$ cat config.mk
export PLATFORM = sky130hd
export DESIGN_NAME = uart_fifo_bridge
export DESIGN_NICKNAME = d
export VERILOG_FILES = /design/src/rtl/uart_fifo_bridge.sv
export SDC_FILE = /design/constraint.sdc
export NUM_CORES = 1
export LEC_CHECK = 0
export ABC_AREA = 1
export CORE_MARGIN = 3
export CORE_UTILIZATION = 48
export CTS_CLUSTER_SIZE = 24
export DETAILED_ROUTE_END_ITERATION = 12
export PLACE_DENSITY = 0.66
export SKIP_LAST_GASP = 1
export SLEW_MARGIN = 20
export SYNTH_ARGS = -nofsm -noshare
export SYNTH_HDL_FRONTEND = slang
export SYNTH_SLANG_ARGS = --single-unit
$ cat constraint.sdc
create_clock -name clk -period 4.93 [get_ports clk]
set_clock_uncertainty 0.05 [all_clocks]
set_input_delay 0.7395 -clock clk [delete_from_list [all_inputs] [get_ports clk]]
set_output_delay 0.7395 -clock clk [all_outputs]
set_load 0.01 [all_outputs]
$ cat src/rtl/uart_fifo_bridge.sv
// uart_fifo_bridge: UART rx/tx cores joined by RX and TX FIFOs, with loopback and host modes
//   clk, i_reset (sync, active-high)
//   uart_txd_in -> rx_uart -> RX FIFO -> host read port (o_rd_*, i_rd_ready) or loopback transfer
//   host write port (i_wr_*, o_wr_ready) or loopback transfer -> TX FIFO -> drain FSM -> tx -> uart_rxd_out, led0_b
//   o_rx_fill, o_tx_fill: FIFO occupancy; o_rx_overflow: sticky dropped-byte flag

module uart_fifo_bridge_rx #(
    parameter int BW = 9,
    parameter int TIMER_BITS = 32,
    parameter int CLOCKS_PER_BAUD = 868
) (
    input  logic          clk,
    input  logic          i_reset,
    input  logic          i_uart,
    output logic          o_wr,
    output logic [BW-2:0] o_data
);
    localparam int CW = $clog2(BW + 1);
    localparam logic [TIMER_BITS-1:0] HALF = TIMER_BITS'(CLOCKS_PER_BAUD / 2 - 1);
    localparam logic [TIMER_BITS-1:0] FULL = TIMER_BITS'(CLOCKS_PER_BAUD - 1);
    logic [1:0] sync;
    logic busy;
    logic [CW-1:0] bit_cnt;
    logic [TIMER_BITS-1:0] timer;
    logic [BW-2:0] sh;
    logic line;
    assign line = sync[1];
    // bit_cnt 0 = mid start bit, 1..BW-1 = data bits LSB first, BW = stop bit
    always_ff @(posedge clk) begin
        if (i_reset) begin
            sync <= 2'b11;
            busy <= 1'b0;
            o_wr <= 1'b0;
            bit_cnt <= '0;
            timer <= '0;
        end else begin
            sync <= {sync[0], i_uart};
            o_wr <= 1'b0;
            if (!busy) begin
                if (!line) begin
                    busy <= 1'b1;
                    timer <= HALF;
                    bit_cnt <= '0;
                end
            end else if (timer != '0) begin
                timer <= timer - TIMER_BITS'(1);
            end else begin
                timer <= FULL;
                bit_cnt <= bit_cnt + CW'(1);
                if (bit_cnt == '0) begin
                    if (line) busy <= 1'b0;
                end else if (bit_cnt <= CW'(BW - 1)) begin
                    sh <= {line, sh[BW-2:1]};
                end else begin
                    busy <= 1'b0;
                    o_wr <= line;
                    o_data <= sh;
                end
            end
        end
    end
endmodule

module uart_fifo_bridge_tx #(
    parameter int BW = 9,
    parameter int TIMER_BITS = 32,
    parameter int CLOCKS_PER_BAUD = 868
) (
    input  logic          clk,
    input  logic          i_reset,
    input  logic          i_wr,
    input  logic [BW-2:0] i_data,
    output logic          o_uart,
    output logic          o_busy
);
    localparam int CW = $clog2(BW + 1);
    localparam logic [TIMER_BITS-1:0] FULL = TIMER_BITS'(CLOCKS_PER_BAUD - 1);
    logic [CW-1:0] cnt;
    logic [TIMER_BITS-1:0] timer;
    logic [BW-1:0] sh;
    // start bit is driven at load; each baud expiry shifts out the next bit, ones refill from the top
    always_ff @(posedge clk) begin
        if (i_reset) begin
            o_uart <= 1'b1;
            o_busy <= 1'b0;
            cnt <= '0;
            timer <= '0;
            sh <= '1;
        end else if (!o_busy) begin
            if (i_wr) begin
                o_busy <= 1'b1;
                o_uart <= 1'b0;
                sh <= {1'b1, i_data};
                timer <= FULL;
                cnt <= '0;
            end
        end else if (timer != '0) begin
            timer <= timer - TIMER_BITS'(1);
        end else begin
            timer <= FULL;
            o_uart <= sh[0];
            sh <= {1'b1, sh[BW-1:1]};
            cnt <= cnt + CW'(1);
            if (cnt == CW'(BW)) o_busy <= 1'b0;
        end
    end
endmodule

module uart_fifo_bridge_fifo #(
    parameter int W = 8,
    parameter int LG = 4
) (
    input  logic         clk,
    input  logic         i_reset,
    input  logic         i_push,
    input  logic         i_pop,
    input  logic [W-1:0] i_data,
    output logic [W-1:0] o_data,
    output logic [LG:0]  o_count,
    output logic         o_full,
    output logic         o_empty
);
    localparam logic [LG:0] DEPTH = (LG + 1)'(2 ** LG);
    logic [W-1:0] mem [2 ** LG];
    logic [LG-1:0] wp, rp;
    always_ff @(posedge clk)
        if (i_push) mem[wp] <= i_data;
    always_ff @(posedge clk) begin
        if (i_reset) begin
            wp <= '0;
            rp <= '0;
            o_count <= '0;
        end else begin
            if (i_push) wp <= wp + LG'(1);
            if (i_pop) rp <= rp + LG'(1);
            o_count <= o_count + (LG + 1)'(i_push) - (LG + 1)'(i_pop);
        end
    end
    assign o_data = mem[rp];
    assign o_full = o_count == DEPTH;
    assign o_empty = o_count == '0;
endmodule

module uart_fifo_bridge #(
    parameter int BW = 9,
    parameter int TIMER_BITS = 32,
    parameter int CLOCKS_PER_BAUD = 868,
    parameter int LGFIFO = 4
) (
    input  logic          clk,
    input  logic          i_reset,
    input  logic          uart_txd_in,
    output logic          uart_rxd_out,
    output logic          led0_b,
    input  logic          i_loopback,
    input  logic          i_wr_valid,
    input  logic [BW-2:0] i_wr_data,
    output logic          o_wr_ready,
    output logic          o_rd_valid,
    output logic [BW-2:0] o_rd_data,
    input  logic          i_rd_ready,
    output logic [LGFIFO:0] o_rx_fill,
    output logic [LGFIFO:0] o_tx_fill,
    output logic          o_rx_overflow
);
    typedef enum logic [1:0] {IDLE, WAIT_LOW, WAIT_HIGH} drain_t;
    drain_t state, state_nx;
    logic loop_q, rx_wr, rx_full, rx_empty, rx_pop, rx_push;
    logic tx_full, tx_empty, tx_push, tx_valid, tx_busy, tx_ready, xfer;
    logic [BW-2:0] rx_byte, rx_head, tx_din, tx_head;

    // registered mode so a mode change applies from the following cycle
    always_ff @(posedge clk)
        loop_q <= i_loopback;

    uart_fifo_bridge_rx #(.BW(BW), .TIMER_BITS(TIMER_BITS), .CLOCKS_PER_BAUD(CLOCKS_PER_BAUD)) u_rx (
        .clk(clk), .i_reset(i_reset), .i_uart(uart_txd_in), .o_wr(rx_wr), .o_data(rx_byte));

    assign xfer = !rx_empty && !tx_full;
    assign rx_pop = loop_q ? xfer : (o_rd_valid && i_rd_ready);
    // a full FIFO still takes the byte when a pop frees a slot in the same cycle
    assign rx_push = rx_wr && (!rx_full || rx_pop);
    assign o_rd_valid = !loop_q && !rx_empty;
    assign o_wr_ready = !loop_q && !tx_full;
    assign tx_push = loop_q ? xfer : (i_wr_valid && o_wr_ready);
    assign tx_din = loop_q ? rx_head : i_wr_data;
    assign o_rd_data = rx_head;

    uart_fifo_bridge_fifo #(.W(BW - 1), .LG(LGFIFO)) u_rx_fifo (
        .clk(clk), .i_reset(i_reset), .i_push(rx_push), .i_pop(rx_pop), .i_data(rx_byte),
        .o_data(rx_head), .o_count(o_rx_fill), .o_full(rx_full), .o_empty(rx_empty));

    uart_fifo_bridge_fifo #(.W(BW - 1), .LG(LGFIFO)) u_tx_fifo (
        .clk(clk), .i_reset(i_reset), .i_push(tx_push), .i_pop(tx_valid), .i_data(tx_din),
        .o_data(tx_head), .o_count(o_tx_fill), .o_full(tx_full), .o_empty(tx_empty));

    always_ff @(posedge clk)
        if (i_reset) o_rx_overflow <= 1'b0;
        else if (rx_wr && !rx_push) o_rx_overflow <= 1'b1;

    // drain FSM waits for tx to go busy and then idle, so each byte is issued exactly once
    always_ff @(posedge clk)
        state <= i_reset ? IDLE : state_nx;

    always_comb begin
        state_nx = state;
        tx_valid = 1'b0;
        unique case (state)
            IDLE: if (tx_ready && !tx_empty) begin
                tx_valid = 1'b1;
                state_nx = WAIT_LOW;
            end
            WAIT_LOW: state_nx = tx_ready ? WAIT_LOW : WAIT_HIGH;
            WAIT_HIGH: state_nx = tx_ready ? IDLE : WAIT_HIGH;
            default: state_nx = IDLE;
        endcase
    end

    uart_fifo_bridge_tx #(.BW(BW), .TIMER_BITS(TIMER_BITS), .CLOCKS_PER_BAUD(CLOCKS_PER_BAUD)) u_tx (
        .clk(clk), .i_reset(i_reset), .i_wr(tx_valid), .i_data(tx_head), .o_uart(uart_rxd_out), .o_busy(tx_busy));

    assign tx_ready = !tx_busy;
    assign led0_b = uart_rxd_out;
endmodule

# Word level (Yosys, flattened, before mapping)
# Memories as Yosys holds them, arrays and structs flattened. A register that Yosys moved wholly into a read port is not among the register bits.
# Index checks and enable logic that the tools add are counted.
# totals
ff_bits	133
latchBits	0
ram_bits	256
romBits	0
output_inout_bits	23
wordCells	122
mem_count	2
# memory_table
name	words	word_bits	rd	rd_clocked_by_memory_dff	wr	line	text
u_rx_fifo.mem	16	8	1	1	1	124	logic [W-1:0] mem [2 ** LG];
u_tx_fifo.mem	16	8	1	1	1	124	
# op_classes
n_addsub	12
mul	0
div	0
magnitude_cmp	1
eq_ne	9
shift	0
muxes	44
n_bitwise	5
n_reduce_logical	28
# ops
op	count
32-bit two-way mux	6
32-bit nonzero test	2
32-bit by 1-bit subtractor with 32-bit output (second input constant)	2
4-bit two-way mux	10
9-bit two-way mux	3
4-bit by 1-bit adder with 4-bit output (second input constant)	6
1-bit two-way mux	20
5-bit by 1-bit adder with 5-bit output	2
5-bit equality test (second input constant)	2
5-bit zero test	2
5-bit AND reduction	2
5-bit by 1-bit subtractor with 5-bit output	2
1-bit logical AND	8
8-bit two-way mux	1
2-bit inequality test (second input constant)	4
1-bit zero test	7
2-bit two-way mux	3
2-bit one-hot mux with 3 select lines	1
1-bit inverter	5
5-bit OR reduction	1
4-bit equality test (second input constant)	1
4-bit less-or-equal comparator (second input constant)	1
4-bit zero test	1
2-bit AND reduction	2
5 further kinds	5

# Depth between registers and ports, before layout
# logic_depth
word_depth	9
mapped_depth	15
mapped_depth_nobuf	15

# Modules after synthesis
# From an unflattened synthesis, not the netlist that was laid out.
# unflattened
cells_unflattened	2140
hier_area_um2	18833.1
# by_module_without_submodules
module	instances	cells_per_inst	area_each_um2
uart_fifo_bridge_fifo at u_rx_fifo	1	636	6378.6
uart_fifo_bridge_fifo at u_tx_fifo	1	636	6376.1
uart_fifo_bridge_rx	1	394	2930.3
uart_fifo_bridge_tx	1	440	2831.5
uart_fifo_bridge	1	34	316.6

# Worst setup path before layout
# Ideal clock, no wire load.
# synth_timing
kind	reg2reg
start	register u_rx_fifo.o_count[2]
end	register u_rx_fifo.o_count[4]
setup_ns	0.070
arrival_ns	2.364
slack_ns	2.446
path_stages_with_launch	16
path_buffers	0
path_cell_list	dfxtp_1 > inv_1 > ha_1 > nand4_1 > nand3_1 > nand2_2 > inv_2 > nand2_2 > nand2_2 > inv_4 > ha_1 > inv_1 > fa_1 > o31ai_1 > o21ai_0 > a21oi_1
# synth_between
elab_chain_cells	9
elab_cells_between_ends	12
# synth_rtl
item	line	text
start: declaration	119	output logic [LG:0] o_count,
start signal: assignment	136	o_count <= o_count + (LG + 1)'(i_push) - (LG + 1)'(i_pop);
5-bit zero test	141	assign o_empty = o_count == '0;
1-bit zero test	179, 183	
1-bit logical AND	183	assign o_rd_valid = !loop_q && !rx_empty;
1-bit logical AND	180	assign rx_pop = loop_q ? xfer : (o_rd_valid && i_rd_ready);
1-bit two-way mux	180	
1-bit logical OR (*)	182	assign rx_push = rx_wr && (!rx_full || rx_pop);
1-bit logical AND (*)	182	
named net rx_push	168	logic loop_q, rx_wr, rx_full, rx_empty, rx_pop, rx_push;
5-bit by 1-bit adder with 5-bit output (*)	136	
5-bit by 1-bit subtractor with 5-bit output (*)	136	
# The timed path passes the listed nets; every way through them passes the cells marked *.
# A chain may end at the register's enable or synchronous reset.

==> results.ini <==
[run_status]
status = completed

[sta]
max-slew-margin-rel_pct = 34.1
post-route-min-period_ns = 3.76
fmax_mhz = 266
setup_violations = 0
period_share_pct = 76.3
layout_setup_ws_ns = 1.17
rsz0062_at_grt = no
worst_pin_slew_ns = 0.988
hold_ws_ns = 0.367
drv_slew = 0
tns_ns = 0
hold_violations = 0

[floorplan]
io_pins = 37
die-area_um2 = 40400
core_um2 = 37000
initial_core_util_pct = 49.2
dieHeight_um = 201
die-width_um = 201
rows = 70

[routing]
antenna_left = 0
routed-via-count = 13302
drtIter0Drc = 952
viasPerCell = 5.31
drc = 0
drt-total-wl_mm = 40.9
drtPass1Iterations = 6
wl_per_cell_um = 16.3

[clock_network]
clkTransAtPathRegs_ns = 0.06
numCtsBuffers = 42
clock-sinks = 396
cts_root_buf = clkbuf_16
cts_hold_buf = 0
cts_setup_buffers = 0
cts_tree = built
ctsResizeCount = 0
insertion_delay_ns = 0.55
cts.htree.levels = 2
clock_path_buffers = 3

[pwr]
peakVddDrop_v = 0.000296
power_density_nw_per_um2 = 539
p_leak_nw = 7.77
finalPower_mw = 10.9

[worst_setup_path]
crit_required_ns = 4.14
path_cells = buf_4, o211ai_1, nand3_1, nand3_1, nand2_1, clkdlybuf4s50_1
cp_slowest_cell = dfxtp_2
cp_slowest_stage_delay_ns = 0.96
end_kind = output pin
rrSetupSlack_ns = 1.93
critPathKind = reg2out
worst_path_most_repeated_cell = nand3_1
critPathLaunchType = flip-flop
crit_arrival_ns = 2.97
critPathMaxFanout = 50

[cells_and_area]
nets = 2012
n_antenna_cell = 0
fin_cells = 2504
syn2layout_area_growth_pct = 11.3
layout-drive-gt1-share_pct = 8.50

[synth]
synth-edff-count = 272
synth_most_common_cell = nand2_1
postSynthCellCount = 1949
synth_largest_area_cell = edfxtp_1
async_flop_share_pct = 0
synth_area_um2 = 18200
ys_warn_count = 0
synth_xor_area_share_pct = 1.06
yosysSeqAreaShare_pct = 58.4
yosys.area_share.simple_pct = 21.8
syn-mean-instance-area_um2 = 9.36
synth_cell_types = 44
synth_top_area_share_pct = 44.8
synth_nets = 1995
yosys_register_bits = 396
synthMuxAreaShare_pct = 0
synth_compound_area_share_pct = 9.57
synthFlopType = edfxtp_1
synth_common_cells = nand2_1 (318), edfxtp_1 (272), nor2_1 (261)
synthTopCellsByArea = edfxtp_1 (45%), dfxtp_1 (14%), nand2_1 (6.5%)
synth_top_family_by_area = simple AND/OR/NAND/NOR gates
synthAdderAreaFrac_pct = 2.28

[job]
cap_violations = 0

[grt]
grt_max_degree = 129
grt.overflow.total = 0
grt_pass1_wl_mm = 65.9
antenna_found_initial = 1
gr-usage-all-layers_pct = 20.0
grt_pass1_vias = 12629

[placement]
gp_congestion = 0.871
dp.cells = 2425
portBuffers = 36
place_ws_ns = 1.75
dp_hpwl_mm = 26.5

[worst_hold_path]
min_path_type = reg2reg

## cells in the final DEF (no fill, tap or decap), types with 12 or more instances in the layout
cell,n
a21oi_1,112
buf_4,16
clkbuf_16,42
clkdlybuf4s50_1,35
clkinv_1,12
dfxtp_1,121
edfxtp_1,272
ha_1,30
inv_1,206
nand2_1,318
nand3_1,197
nand4_1,22
nor2_1,261
nor2_2,23
nor2_4,12
o211ai_1,52
o21ai_0,114
xor2_1,12
## worst paths after layout
kind,start,end,cells past startpoint
min,u_rx.sync[0],u_rx.sync[1],1
max reg2reg,loop_q,u_rx_fifo.o_count[4],12
min reg2reg,u_rx.sync[0],u_rx.sync[1],1
max,flip-flop,o_rd_data[2],6
## per-stage QoR
stage / utilization, % / area, um2
6_report: 54.8 / 20300
3_3_place_gp: 51.1 / 18900
4_1_cts: 54.7 / 20300
5_1_grt: 54.8 / 20300
2_1_floorplan: - / 18200
3_5_place_dp: 51.1 / 18900
## layout make-up
cell class / instances / area, um2
well taps: 504 / 631
repair buffers: 53 / 503
fillers: 3253 / 16700
clock inverters: 22 / 196
inverters: 223 / 840
clock buffers: 56 / 1150
multi-input cells: 1250 / 6330
flip-flops and latches: 396 / 10700
## critical path: cells and delay by family, from the launching register on
family | cells | cell delay, ns
DFF | 1 | 0.96
buffers and inverters | 2 | 0.92
and+or+nand+nor | 3 | 0.38
AOI/OAI and AO/OA | 1 | 0.12
## routing by layer
layer / part of all wire [%] / vias to the layer above / global-route usage [%] / wire, um
met3: 6.7 / 76 / 3.41 / 2730
met2: 45 / 378 / 31.7 / 18500
met5: 0 / - / 0 / 0
li1: - / 6600 / - / -
met1: 46 / 6248 / 28.5 / 18800
met4: 2.3 / 0 / 5.55 / 940
## report_power, final
part	leakage (nW)	total (mW)	internal (mW)	switching [mW]
clock network	0.666	3.07	1.77	1.30
registers	3.46	4.22	3.89	0.326
logic	3.65	3.66	1.27	2.40
total	7.77	10.9	6.93	4.02
## registers in the layout (all words and copies together), names as in the netlist, 5 cells and up, named ones only
register	cells
u_tx.sh	8
u_rx_fifo.mem	128
u_tx_fifo.o_count	5
u_tx_fifo.mem	128
u_tx.timer	32
u_rx_fifo.o_count	5
u_rx.o_data	8
u_rx.sh	8
u_rx.timer	32
## logic make-up after synthesis
kind of cell             count (synthesis)
AO/OA/AOI/OAI                          310
XOR/XNOR                                22
adder cells (fa/ha/maj)                 32
buffers and inverters                  303
flip-flops                             396
AND/OR/NAND/NOR                        886
(Power assumes the default switching activity.)
==> variant 1, RTL diff (config.mk and constraints unchanged) <==
One comparison of `cnt` changes from == to >=.
--- a/src/rtl/uart_fifo_bridge.sv
+++ b/src/rtl/uart_fifo_bridge.sv
@@ -101,7 +101,7 @@
             o_uart <= sh[0];
             sh <= {1'b1, sh[BW-1:1]};
             cnt <= cnt + CW'(1);
-            if (cnt == CW'(BW)) o_busy <= 1'b0;
+            if (cnt >= CW'(BW)) o_busy <= 1'b0;
         end
     end
 endmodule
Formal check against the unedited RTL: same outputs for any inputs over 4 cycles, from zero or initial values and one cycle with i_reset high; that may be too few to reach the edited logic, so the function may still have changed.
==> variant 1 against the unedited design <==
- synthesized area decreased by 1.3%
- sequential share of layout area increased by 0.56 points
- sequential cell count unchanged
- synthesized cell count decreased by 1.2%
- wire length about the same
- final area decreased by 1.0%
- critical path depth decreased by 1
- power increased by 0.46%
- register-to-register slack got worse by 0.07 ns
- combinational power increased by 1%
- worst setup slack improved by 0.047 ns
- critical path type unchanged
- critical endpoint is now o_rd_data[6]
- largest power group unchanged
==> variant 1: results (changes against the unedited design) <==
place:
  dp_cells: 2368  # was 2425
  dp_hpwl_um: 26000  # was 26500 um
  gp_congestion: 0.844  # was 0.871
  place_area_um2: 18700  # was 18900 um^2
  pre_cts_slack_ns: 1.77  # was 1.75 ns
worst_setup_path:
  r2r_end: "u_tx_fifo.o_count[4]$_SDFF_PP0_"  # was u_rx_fifo.o_count[4]$_SDFF_PP0_
  crit_family: "buffers and inverters"  # was flip-flops
  rrSetupSlack_ns: 1.86  # was 1.93 ns
  rr_startpoint: "u_tx.o_busy$_SDFF_PP0_"  # was loop_q$_DFF_P_
  cpPeakStageDelay_ns: 0.76  # was 0.96 ns
  crit_fanout: 17  # was 50
  worstRegToRegCells: 11  # was 12
finish:
  inverters_excl_clock: 224  # was 223
  comb.multi_input.count: 1229  # was 1250
  nFillCells: 3233  # was 3253
  final-clk-cell-share: 0.0675  # was 0.0665
  regArea_um2: 10700  # about the same
  clockBufferCount: 60  # was 56
  drive_above_1_share: 0.0701  # was 0.0850
  buffers: 52  # was 53
  final_cells: 2451  # was 2504
  seq_share: 0.530  # was 0.525
global_route:
  grt_pass1_wl_um: 65500  # was 65900 um
  grt_pass1_vias: 12300  # was 12.6k
  antenna_found_initial: 0  # was 1
power_and_ir_drop:
  switchingPower_mw: 4.04  # was 4.02 mW
  p_leak_nw: 7.86  # was 7.77 nW
floorplan:
  nWellTaps: 468  # was 504
yosys:
  synthCells: 1926  # was 1949
  seq_area_frac_synth: 0.592  # was 0.584
  ys_types: 41  # was 44
  synth_common_cells: "nand2_1, edfxtp_1, nor2_1"  # unchanged
  synth_nets: 1973  # was 1995
detailed_routing:
  routed_wl_um: 40900  # about the same
  viasPerCell: 5.38  # was 5.31
timing:
  holdWs_ns: 0.359  # was 0.367 ns
status:
  outcome: "finished clean"  # unchanged
-- variant 1: changes by cell type after synthesis, moves of 5 or more --
cell,before,now
clkbuf_1,33,42
nand3_1,197,173
clkinv_1,7,2
xor2_1,12,19
a21oi_1,112,118
nand2_4,6,1
nand2_1,318,336
nand3_2,10,1
inv_1,208,218
nor2_1,261,253
nand4_1,22,15
-- variant 1: layer usage --
metal / vias to the layer above / track usage / wire (um)
met5: - / 0 / 0
met4: 0 / 0.0561 / 799
met3: 56 / 0.0393 / 2650
met2: 381 / 0.321 / 18400
met1: 6227 / 0.298 / 19100
li1: 6517 / - / -
-- variant 1: power groups by stage --
stage                     combinational (mW)  sequential [mW]  clock [mW]
after floorplan                         2.79             4.12           0
after global placement                  3.55             4.31           0
after detailed placement                3.64             4.32           0
after CTS                               3.66             4.26        3.15
after global routing                    4.20             4.25        3.28
final                                   3.71             4.20        3.09
-- variant 1: logic make-up (layout without fill, tap and decap cells) --
logic type / Yosys count / count (layout) / share of synthesized area
AND/OR/NAND/NOR: 848 / 848 / 0.204
XOR/XNOR: 31 / 31 / 0.0151
adder cells (fa/ha/maj): 33 / 33 / 0.0238
AO/OA/AOI/OAI: 317 / 317 / 0.0995
buffers and inverters: 301 / 358 / 0.0664
flip-flops: 396 / 396 / 0.592
-- variant 1: how the worst max path moves through the flow --
stage                                     from                               to
6_report                                  flop                     o_rd_data[6]
3_3_place_gp                        i_rd_ready    u_rx_fifo.mem[3][6]$_DFFE_PP_
3_5_place_dp                              flop                     o_rd_data[0]
5_1_grt                                   flop                     o_rd_data[6]
2_1_floorplan  u_tx_fifo.o_count[2]$_SDFF_PP0_  u_tx_fifo.o_count[4]$_SDFF_PP0_
4_1_cts                                   flop                     o_rd_data[0]
==> variant 2, RTL diff (same settings) <==
Without the edit above. `BW` is set to 9 in 3 places; all go to 18.
--- a/src/rtl/uart_fifo_bridge.sv
+++ b/src/rtl/uart_fifo_bridge.sv
@@ -5,7 +5,7 @@
 //   o_rx_fill, o_tx_fill: FIFO occupancy; o_rx_overflow: sticky dropped-byte flag
 
 module uart_fifo_bridge_rx #(
-    parameter int BW = 9,
+    parameter int BW = 18,
     parameter int TIMER_BITS = 32,
     parameter int CLOCKS_PER_BAUD = 868
 ) (
@@ -62,7 +62,7 @@
 endmodule
 
 module uart_fifo_bridge_tx #(
-    parameter int BW = 9,
+    parameter int BW = 18,
     parameter int TIMER_BITS = 32,
     parameter int CLOCKS_PER_BAUD = 868
 ) (
@@ -142,7 +142,7 @@
 endmodule
 
 module uart_fifo_bridge #(
-    parameter int BW = 9,
+    parameter int BW = 18,
     parameter int TIMER_BITS = 32,
     parameter int CLOCKS_PER_BAUD = 868,
     parameter int LGFIFO = 4
Ports: changed (resized i_wr_data and o_rd_data); port bits go from 37 to 55. The function was not compared with the original's and may differ.
==> variant 2 against the unedited design <==
- critical path depth down 1
- worst setup slack lost 0.11 ns
- non-clock buffer count increased by 67
- sequential cell count rose by 317
- final area rose by 72%
- power up 69%
- synthesized area increased by 70%
- wire length increased by 81%
- maximum frequency down 2.7%
- critical path type unchanged
- largest cell class unchanged
- highest routed layer unchanged
==> variant 2: results (changes against the unedited design) <==
status:
  outcome: "finished clean"  # unchanged
detailed_routing:
  wire_per_inst_um: 18.8  # was 16.3 um
  vias: 21400  # was 13.3k
  firstDrtPassIters: 5  # was 6
  drtIter0Drc: 2081  # was 952
clock_tree:
  h-tree-depth: 3  # was 2
  cts_buffers: 74  # was 42
  postCtsSetupBuffers: 0  # unchanged
  root_buffer: "clkbuf_16"  # unchanged
  cts_resized: 0  # unchanged
  insertion_delay_ns: 0.62  # was 0.55 ns
  clk_pin_slew_ns: 0.05
  cts_hold_buf: 0  # unchanged
hold_path:
  min_path_type: "reg -> reg"  # unchanged
place:
  dp_hpwl_um: 42800  # was 26500 um
  place_area_um2: 32400  # was 18900 um^2
  port_buffers: 54  # was 36
  gp_congestion: 0.875  # was 0.871
  pre_cts_slack_ns: 1.59  # was 1.75 ns
  dp_cells: 3801  # was 2425
yosys:
  synthFlopType: "edfxtp_1"  # unchanged
  seq_area_frac_synth: 0.648  # was 0.584
  ys_types: 47  # was 44
  synth-edff-count: 578  # was 272
  synth_common_cells: "edfxtp_1, nand2_1, nor2_1"  # was nand2_1, edfxtp_1, nor2_1
  synthCells: 2983  # was 1949
  synth-async-reset-ratio: 0  # unchanged
  ys_top_cells_by_area: "edfxtp_1, dfxtp_1, nand3_1"  # was edfxtp_1, dfxtp_1, nand2_1
finish:
  top_regs: "u_rx_fifo.mem (272), u_tx_fifo.mem (272)"  # was u_rx_fifo.mem (128), u_tx_fifo.mem (128)
  drive_above_1_share: 0.0950  # was 0.0850
  final_cells: 3932  # was 2504
  finalNetCount: 3087  # was 2012
worst_setup_path:
  crit_arrival_ns: 3.08  # was 2.97 ns
  crit_fanout: 18  # was 50
timing:
  maxSlewHeadroom: 0.363  # was 0.341
global_route:
  grt_pass1_wl_um: 114000  # was 65900 um
  grt_max_degree: 171  # was 129
  grt_use_met3: 0.0304  # was 0.0341
  use_met2: 0.367  # was 0.317
  grt_use_total: 0.218  # was 0.200
  antenna_found_initial: 0  # was 1
  grt.met1_usage: 0.291  # was 0.285
power_and_ir_drop:
  p_int_mw: 12.2  # was 6.93 mW
  vdd_drop_max_v: 0.000406  # was 0.000296 V
  p_leak_nw: 13.1  # was 7.77 nW
[variant 2: cell types whose count changed after synthesis, moves of 59 or more]
cell and change:
o211ai_1 +60, o21ai_0 +59, nand3_1 +147, edfxtp_1 +306, inv_1 +109, nor2_1 +90
nand2_1 +129
[variant 2: final cells by class]
type	count	area, um^2
antenna	1	2.50
tap	846	1060
clock buffer	93	1960
multi-input combinational	1784	9000
timing repair buffer	120	1070
inverter	338	1270
fill	5263	28600
clock inverter	37	414
sequential	713	20100
[variant 2: routing by layer]
| metal | routed length (um) | part of all wire |
|---|---|---|
| met4 | 1940 | 0.026 |
| met2 | 36000 | 0.49 |
| met5 | 0 | 0 |
| met3 | 4580 | 0.062 |
| met1 | 31500 | 0.43 |
[variant 2: logic make-up (layout without fill, tap and decap cells)]
group | Yosys count | in the layout | synth area share
AND/OR/NAND/NOR | 1245 | 1245 | 0.176
flip-flops | 713 | 713 | 0.648
XOR/XNOR | 30 | 30 | 0.00849
adder cells (fa/ha/maj) | 33 | 33 | 0.0138
other | 0 | 1 | 0
AO/OA/AOI/OAI | 476 | 476 | 0.0891
buffers and inverters | 486 | 588 | 0.0645
[variant 2: final timing paths]
check	startpoint	to	slack, ns	depth (start not counted)
min reg2reg	u_rx.sh[0]$_DFFE_PP_	u_rx.o_data[0]$_DFFE_PP_	0.37	0
max	flop	o_rd_data[16]	1.06	5
min	u_rx.sh[0]$_DFFE_PP_	u_rx.o_data[0]$_DFFE_PP_	0.37	0
max reg2reg	u_tx_fifo.o_count[2]$_SDFF_PP0_	u_tx_fifo.o_count[4]$_SDFF_PP0_	1.60	13
[variant 2: power groups by stage]
stage | Clock (mW) | Combinational [mW] | Sequential [mW]
floorplan | 0 | 4.21 | 7.33
global placement | 0 | 5.42 | 7.50
detailed placement | 0 | 5.55 | 7.52
CTS | 5.63 | 5.60 | 7.40
global route | 5.86 | 6.31 | 7.45
finish | 5.52 | 5.61 | 7.40
[variant 2: worst max-delay path, cell delays in order, from the launching register on]
cell and delay [ns]:
dfxtp_1 0.31, buf_4 0.32, clkinv_1 0.75, nand3_1 0.40, nand2_1 0.17, clkdlybuf4s50_1 0.51
